`src/rtl/player_plotter.sv`:
```
// -----------------------------------------------------------------------------
// player_plotter
//
// Scans the player's rectangular sprite one pixel per clock. It starts at the
// latched top-left corner and drives the VGA adapter's pixel write interface.
// A start/busy/done handshake lets the game FSM sequence erase-then-draw.
// Pixels that fall off the right or bottom edge of the screen are clipped:
// they are not written, but they still take their scan cycle. A scan
// therefore always lasts WIDTH*HEIGHT cycles.
//
// Ports:
//   clock       main clock
//   reset       asynchronous, active-high reset
//   start       one-cycle plot request, honoured only while idle
//   x_in        sprite top-left x (latched on start)
//   y_in        sprite top-left y (latched on start)
//   colour_in   sprite colour (latched on start; 000 erases)
//   vga_x       pixel x to the VGA adapter
//   vga_y       pixel y to the VGA adapter
//   vga_colour  pixel colour to the VGA adapter
//   plot        VGA write enable (pixel is on screen)
//   busy        high while the sprite is being scanned
//   done        one-cycle pulse after the last pixel
// -----------------------------------------------------------------------------
module player_plotter #(
    parameter int WIDTH    = 12,
    parameter int HEIGHT   = 8,
    parameter int SCREEN_W = 160,
    parameter int SCREEN_H = 120
) (
    input  logic       clock,
    input  logic       reset,
    input  logic       start,
    input  logic [7:0] x_in,
    input  logic [6:0] y_in,
    input  logic [2:0] colour_in,
    output logic [7:0] vga_x,
    output logic [6:0] vga_y,
    output logic [2:0] vga_colour,
    output logic       plot,
    output logic       busy,
    output logic       done
);

    typedef enum logic [1:0] {
        IDLE,
        SCAN,
        FINISH
    } state_t;

    localparam logic [4:0] CX_LAST = 5'(WIDTH - 1);
    localparam logic [4:0] CY_LAST = 5'(HEIGHT - 1);
    localparam logic [8:0] X_LIMIT = 9'(SCREEN_W);
    localparam logic [7:0] Y_LIMIT = 8'(SCREEN_H);

    state_t     state_q, state_d;
    logic [7:0] bx_q, bx_d;
    logic [6:0] by_q, by_d;
    logic [2:0] bc_q, bc_d;
    logic [4:0] cx_q, cx_d;
    logic [4:0] cy_q, cy_d;

    logic [7:0] vga_x_d;
    logic [6:0] vga_y_d;
    logic [2:0] vga_colour_d;
    logic       plot_d, busy_d, done_d;

    // The sums are one bit wider than the screen coordinates. A sprite that
    // extends past 255/127 must be clipped rather than wrap back on screen.
    logic [8:0] sum_x;
    logic [7:0] sum_y;

    assign sum_x = {1'b0, bx_q} + {4'b0, cx_q};
    assign sum_y = {1'b0, by_q} + {3'b0, cy_q};

    // NOTE: sequential state uses non-blocking assignments only. Every
    // register then samples values from before the edge, which keeps
    // simulation and synthesis in agreement.
    always_ff @(posedge clock or posedge reset) begin
        if (reset) begin
            state_q <= IDLE;
        end else begin
            state_q <= state_d;
        end
    end

    // Every output is registered. The value presented after an edge is the
    // action of the state that was current at that edge. That gives one
    // cycle of latency from start to the first pixel, and puts done one
    // cycle after the last pixel.
    always_ff @(posedge clock or posedge reset) begin
        if (reset) begin
            bx_q       <= '0;
            by_q       <= '0;
            bc_q       <= '0;
            cx_q       <= '0;
            cy_q       <= '0;
            vga_x      <= '0;
            vga_y      <= '0;
            vga_colour <= '0;
            plot       <= 1'b0;
            busy       <= 1'b0;
            done       <= 1'b0;
        end else begin
            bx_q       <= bx_d;
            by_q       <= by_d;
            bc_q       <= bc_d;
            cx_q       <= cx_d;
            cy_q       <= cy_d;
            vga_x      <= vga_x_d;
            vga_y      <= vga_y_d;
            vga_colour <= vga_colour_d;
            plot       <= plot_d;
            busy       <= busy_d;
            done       <= done_d;
        end
    end

    // NOTE: every signal assigned here gets a default first. No path can then
    // leave a value unassigned, so no latches are inferred.
    always_comb begin
        state_d      = state_q;
        bx_d         = bx_q;
        by_d         = by_q;
        bc_d         = bc_q;
        cx_d         = cx_q;
        cy_d         = cy_q;
        vga_x_d      = vga_x;
        vga_y_d      = vga_y;
        vga_colour_d = vga_colour;
        plot_d       = 1'b0;
        busy_d       = 1'b0;
        done_d       = 1'b0;

        unique case (state_q)
            IDLE: begin
                if (start) begin
                    bx_d    = x_in;
                    by_d    = y_in;
                    bc_d    = colour_in;
                    cx_d    = '0;
                    cy_d    = '0;
                    state_d = SCAN;
                end
            end

            SCAN: begin
                vga_x_d      = sum_x[7:0];
                vga_y_d      = sum_y[6:0];
                vga_colour_d = bc_q;
                busy_d       = 1'b1;
                plot_d       = (sum_x < X_LIMIT) && (sum_y < Y_LIMIT);
                // Row-major walk. Clipped pixels still advance the counters.
                if (cx_q == CX_LAST) begin
                    cx_d = '0;
                    if (cy_q == CY_LAST) begin
                        state_d = FINISH;
                    end else begin
                        cy_d = cy_q + 5'd1;
                    end
                end else begin
                    cx_d = cx_q + 5'd1;
                end
            end

            FINISH: begin
                // vga_x/y/colour keep the last pixel through the done pulse.
                done_d  = 1'b1;
                state_d = IDLE;
            end

            default: begin
                state_d = IDLE;
            end
        endcase
    end

endmodule

```
`config.mk`:
```
export PLATFORM = sky130hd
export DESIGN_NAME = player_plotter
export DESIGN_NICKNAME = d
export VERILOG_FILES = /design/src/rtl/player_plotter.sv
export SDC_FILE = /design/constraint.sdc
export NUM_CORES = 1
export LEC_CHECK = 0
export CAP_MARGIN = 20
export CORE_MARGIN = 4
export CORE_UTILIZATION = 39
export CTS_BUF_LIST = sky130_fd_sc_hd__clkbuf_16
export DETAILED_ROUTE_END_ITERATION = 10
export GPL_TIMING_DRIVEN = 0
export HOLD_SLACK_MARGIN = 0.02
export PLACE_DENSITY = 0.64
export SLEW_MARGIN = 20
export SYNTH_ARGS = -nofsm -noshare
export SYNTH_HDL_FRONTEND = slang
export SYNTH_SLANG_ARGS = --single-unit
```
`constraint.sdc`:
```
create_clock -name clock -period 4.83 [get_ports clock]
set_input_delay 0.966 -clock clock [delete_from_list [all_inputs] [get_ports clock]]
set_output_delay 0.966 -clock clock [all_outputs]
set_load 0.01 [all_outputs]
```
==> results.sh <==
export IMPL_synth_simple_gate_area_share=0.217
export IMPL_io_buffer_count=41
export IMPL_worst_ep_required_time_ps=4970
export IMPL_synthesis_area_um2=2530
export IMPL_status="complete, no violations"
export IMPL_slowest_delay_ps=530
export IMPL_slew_viol_final=0
export IMPL_final_design_area_no_fill_um2=3210
export IMPL_static_leakage_power_nw=1.49
export IMPL_async_reset_ff_frac=1.00
export IMPL_tns_ps=0
export IMPL_worst_slew_pin_transition_ps=561
export IMPL_area_share_of_xor_xnor_cells_in_the_synthesized_design=0.0415
export IMPL_gpl_final_weighted_congestion=0.855
export IMPL_worstSetupPathDepth=7
export IMPL_timing_reg2reg_worst_path_depth=7
export IMPL_number_of_nets_in_the_finished_design=360
export IMPL_cts_htree_levels=2
export IMPL_post_synth_edffs=0
export IMPL_dieArea_um2=7850
export IMPL_power_density_nw_per_um2=251
export IMPL_cts_buffers=5
export IMPL_postSynth_topFlopCell="dfrtp_1"
export IMPL_ctsHoldBuffers=0
export IMPL_diodes=0
export IMPL_worst_setup_path_end_kind="register"
export IMPL_min_delay_path_depth=2
export IMPL_synth_lib_cells_used_distinct=41
export IMPL_dpl_cell_area_um2=3060
export IMPL_synth_area_mux_share=0.00791
export IMPL_pin_count=42
export IMPL_antenna_violations_before_repair=0
export IMPL_tritoncts="built"
export IMPL_via_count=2011
export IMPL_synth_sequential_area_ratio=0.504
export IMPL_layout_min_cycle_time_ps=2410
export IMPL_syn2layout_area_growth_pct=26.6
export IMPL_vias_per_cell=4.99
export IMPL_synthesis_area_per_instance_um2=9.18
export IMPL_min_path_type="reg2reg"
export IMPL_detail_route_wl_per_cell_um=13.5
export IMPL_largest_area_contributor_in_the_netlist="dfrtp_1"
export IMPL_start_util=0.401
export IMPL_synthesis_instances=276
export IMPL_die_width_um=88.6
export IMPL_clock_sink_count=51
export IMPL_drc_errors=0
export IMPL_grt_first_pass_wirelength_um=9490
export IMPL_drtPass1Iterations=4
export IMPL_synthTopCellsByArea="dfrtp_1, nand2_1, ha_1, o21ai_0, xor2_1"
export IMPL_cts_repair_resizes=0
export IMPL_clock_path_buffers=2
export IMPL_path_delay_family="compound AO/OA/AOI/OAI gates"
export IMPL_power_ir_vdd_worst_v=0.000161
export IMPL_hold_viol_final=0
export IMPL_grt_ovf=0
export IMPL_clk_root_buffer_cell="clkbuf_16"
export IMPL_most_instantiated_library_cell_after_synthesis="nand2_1"
export IMPL_cp_max_fo=5
export IMPL_worst_setup_path_start_kind="register"
export IMPL_grt_pass1_vias=2040
export IMPL_finClkSkew_ps=6.36
export IMPL_synth_warning_count=0
export IMPL_placed_cells_incl_taps=395
export IMPL_track_usage=0.154
export IMPL_instances_no_fill=403
export IMPL_post_cts_setup_buffer_count=0
export IMPL_die_height_um=88.6
export IMPL_worst_path_buf_inv=0
export IMPL_num_rows=29
export IMPL_cts_clk_slew_worst_paths_ps=70
export IMPL_detailed_router_s_first_iteration_violation_count=80
export IMPL_grt_start_max_net_pins=27
export IMPL_layout_drive_gt1_share=0.0583
export IMPL_period_share=0.499
export IMPL_maxCapViolCount=0
export IMPL_dominant_combinational_cell_family_by_area_after_synthesis="simple AND/OR/NAND/NOR gates"
export IMPL_cp_cell_sequence="ha_1 > fa_1 > a21oi_1 > o22ai_2 > xnor2_1 > o41ai_1 > a2111oi_2"
export IMPL_totalWireLength_um=5440
export IMPL_crit_path_top_delay_cell="o41ai_1"
export IMPL_clk_latency_ps=290
export IMPL_postSynthRegisterBits=51
export IMPL_detailedPlacementHpwl_um=4040
export IMPL_syn_num_nets=311
export IMPL_ant_nets=0
export IMPL_worstSetupPathType="reg2reg"
export IMPL_rsz0062_at_grt="false"
export IMPL_fillerInstances=631
export IMPL_synth_fa_ha_area_frac=0.0751
export IMPL_synth_top_cells_by_count="nand2_1, dfrtp_1, o21ai_0, nor2_1, ha_1"
export IMPL_post_route_util=0.508
export IMPL_synth_compound_area_share=0.122
export IMPL_timing_final_setup_violations=0
export IMPL_post_synth_top_area_fraction=0.504
export IMPL_critical_path_arrival_ps=2550
export IMPL_area_of_the_core_um2=6310
export IMPL_relSlewSlack=0.625
export IMPL_highest_clock_rate_mhz=415
==> cell type report <==
class	count	area (µm²)	share of cell area
flip-flops and latches	51	1280	0.398
multi-input cells	206	1170	0.366
repair buffers	42	430	0.134
clock buffers	5	125	0.0390
well taps	77	96.3	0.0300
plain buffers	10	48.8	0.0152
inverters	9	33.8	0.0105
clock inverters	3	22.5	0.00702
==> layout by cell type (no fill, tap or decap), types with 6 or more instances in the layout <==
master	Yosys	layout
inv_1	7	6
a21oi_1	6	6
dfrtp_1	51	51
nand3_1	9	9
o21ai_0	21	21
xor2_1	7	7
ha_1	12	12
clkbuf_1	6	6
nor2_1	16	16
clkdlybuf4s50_1	0	41
nand2_1	89	89
==> sequential cells by signal, indices dropped and copies added (netlist names), 2 cells and up <==
| signal | flops |
|---|---|
| bc_q | 3 |
| bx_q | 8 |
| by_q | 7 |
| cx_q | 5 |
| cy_q | 5 |
| state_q | 2 |
| vga_colour | 3 |
| vga_x | 8 |
| vga_y | 7 |
==> final timing paths <==
| check | from | endpoint | slack [ps] |
|---|---|---|---|
| max | cy_q[0] | plot | 2420 |
| min | vga_y[6] | vga_y[6] | 480 |
| max reg2reg | cy_q[0] | plot | 2420 |
| min reg2reg | vga_y[6] | vga_y[6] | 480 |
| max in group asynchronous | reset | cy_q[3] | 3250 |
| min in group asynchronous | reset | vga_x[5] | 1050 |
==> kinds of logic (layout without fill, tap and decap cells) <==
family / Yosys count / in the layout
buffers and inverters: 19 / 69
adders and majority gates: 14 / 14
xor gates and xnor gates: 12 / 12
muxes: 2 / 2
and+or+nand+nor: 130 / 130
AOI/OAI and AO/OA: 48 / 48
DFF: 51 / 51
==> report_power, final <==
part	internal [mW]	leakage, nW	switching, mW
registers	0.427	0.644	0
clock network	0.194	0.0742	0.159
logic	0.0159	0.771	0.0108
==> worst register-to-register path, delay by kind of cell (launching register included) <==
| kind | cells | cell delay (ps) |
|---|---|---|
| AO/OA/AOI/OAI | 4 | 1020 |
| adder cells (fa/ha/maj) | 2 | 650 |
| flip-flops | 1 | 420 |
| XOR/XNOR | 1 | 160 |
==> metrics by stage <==
stage	power [mW]	setup WS [ps]	hold WS [ps]
after floorplan	0.442	2630	439
after global placement	0.461	1610	457
after detailed placement	0.463	2220	464
after CTS	0.817	2440	484
after global routing	0.833	2270	505
final	0.806	2420	479
==> routing by layer <==
metal / global-route usage / wire length (µm) / up-vias
li1: - / - / 1024
met5: 0 / 0 / -
met4: 0.0357 / 52 / 0
met1: 0.209 / 2620 / 940
met3: 0.0335 / 216 / 6
met2: 0.254 / 2550 / 41
Power figures use the tool's default switching activity.
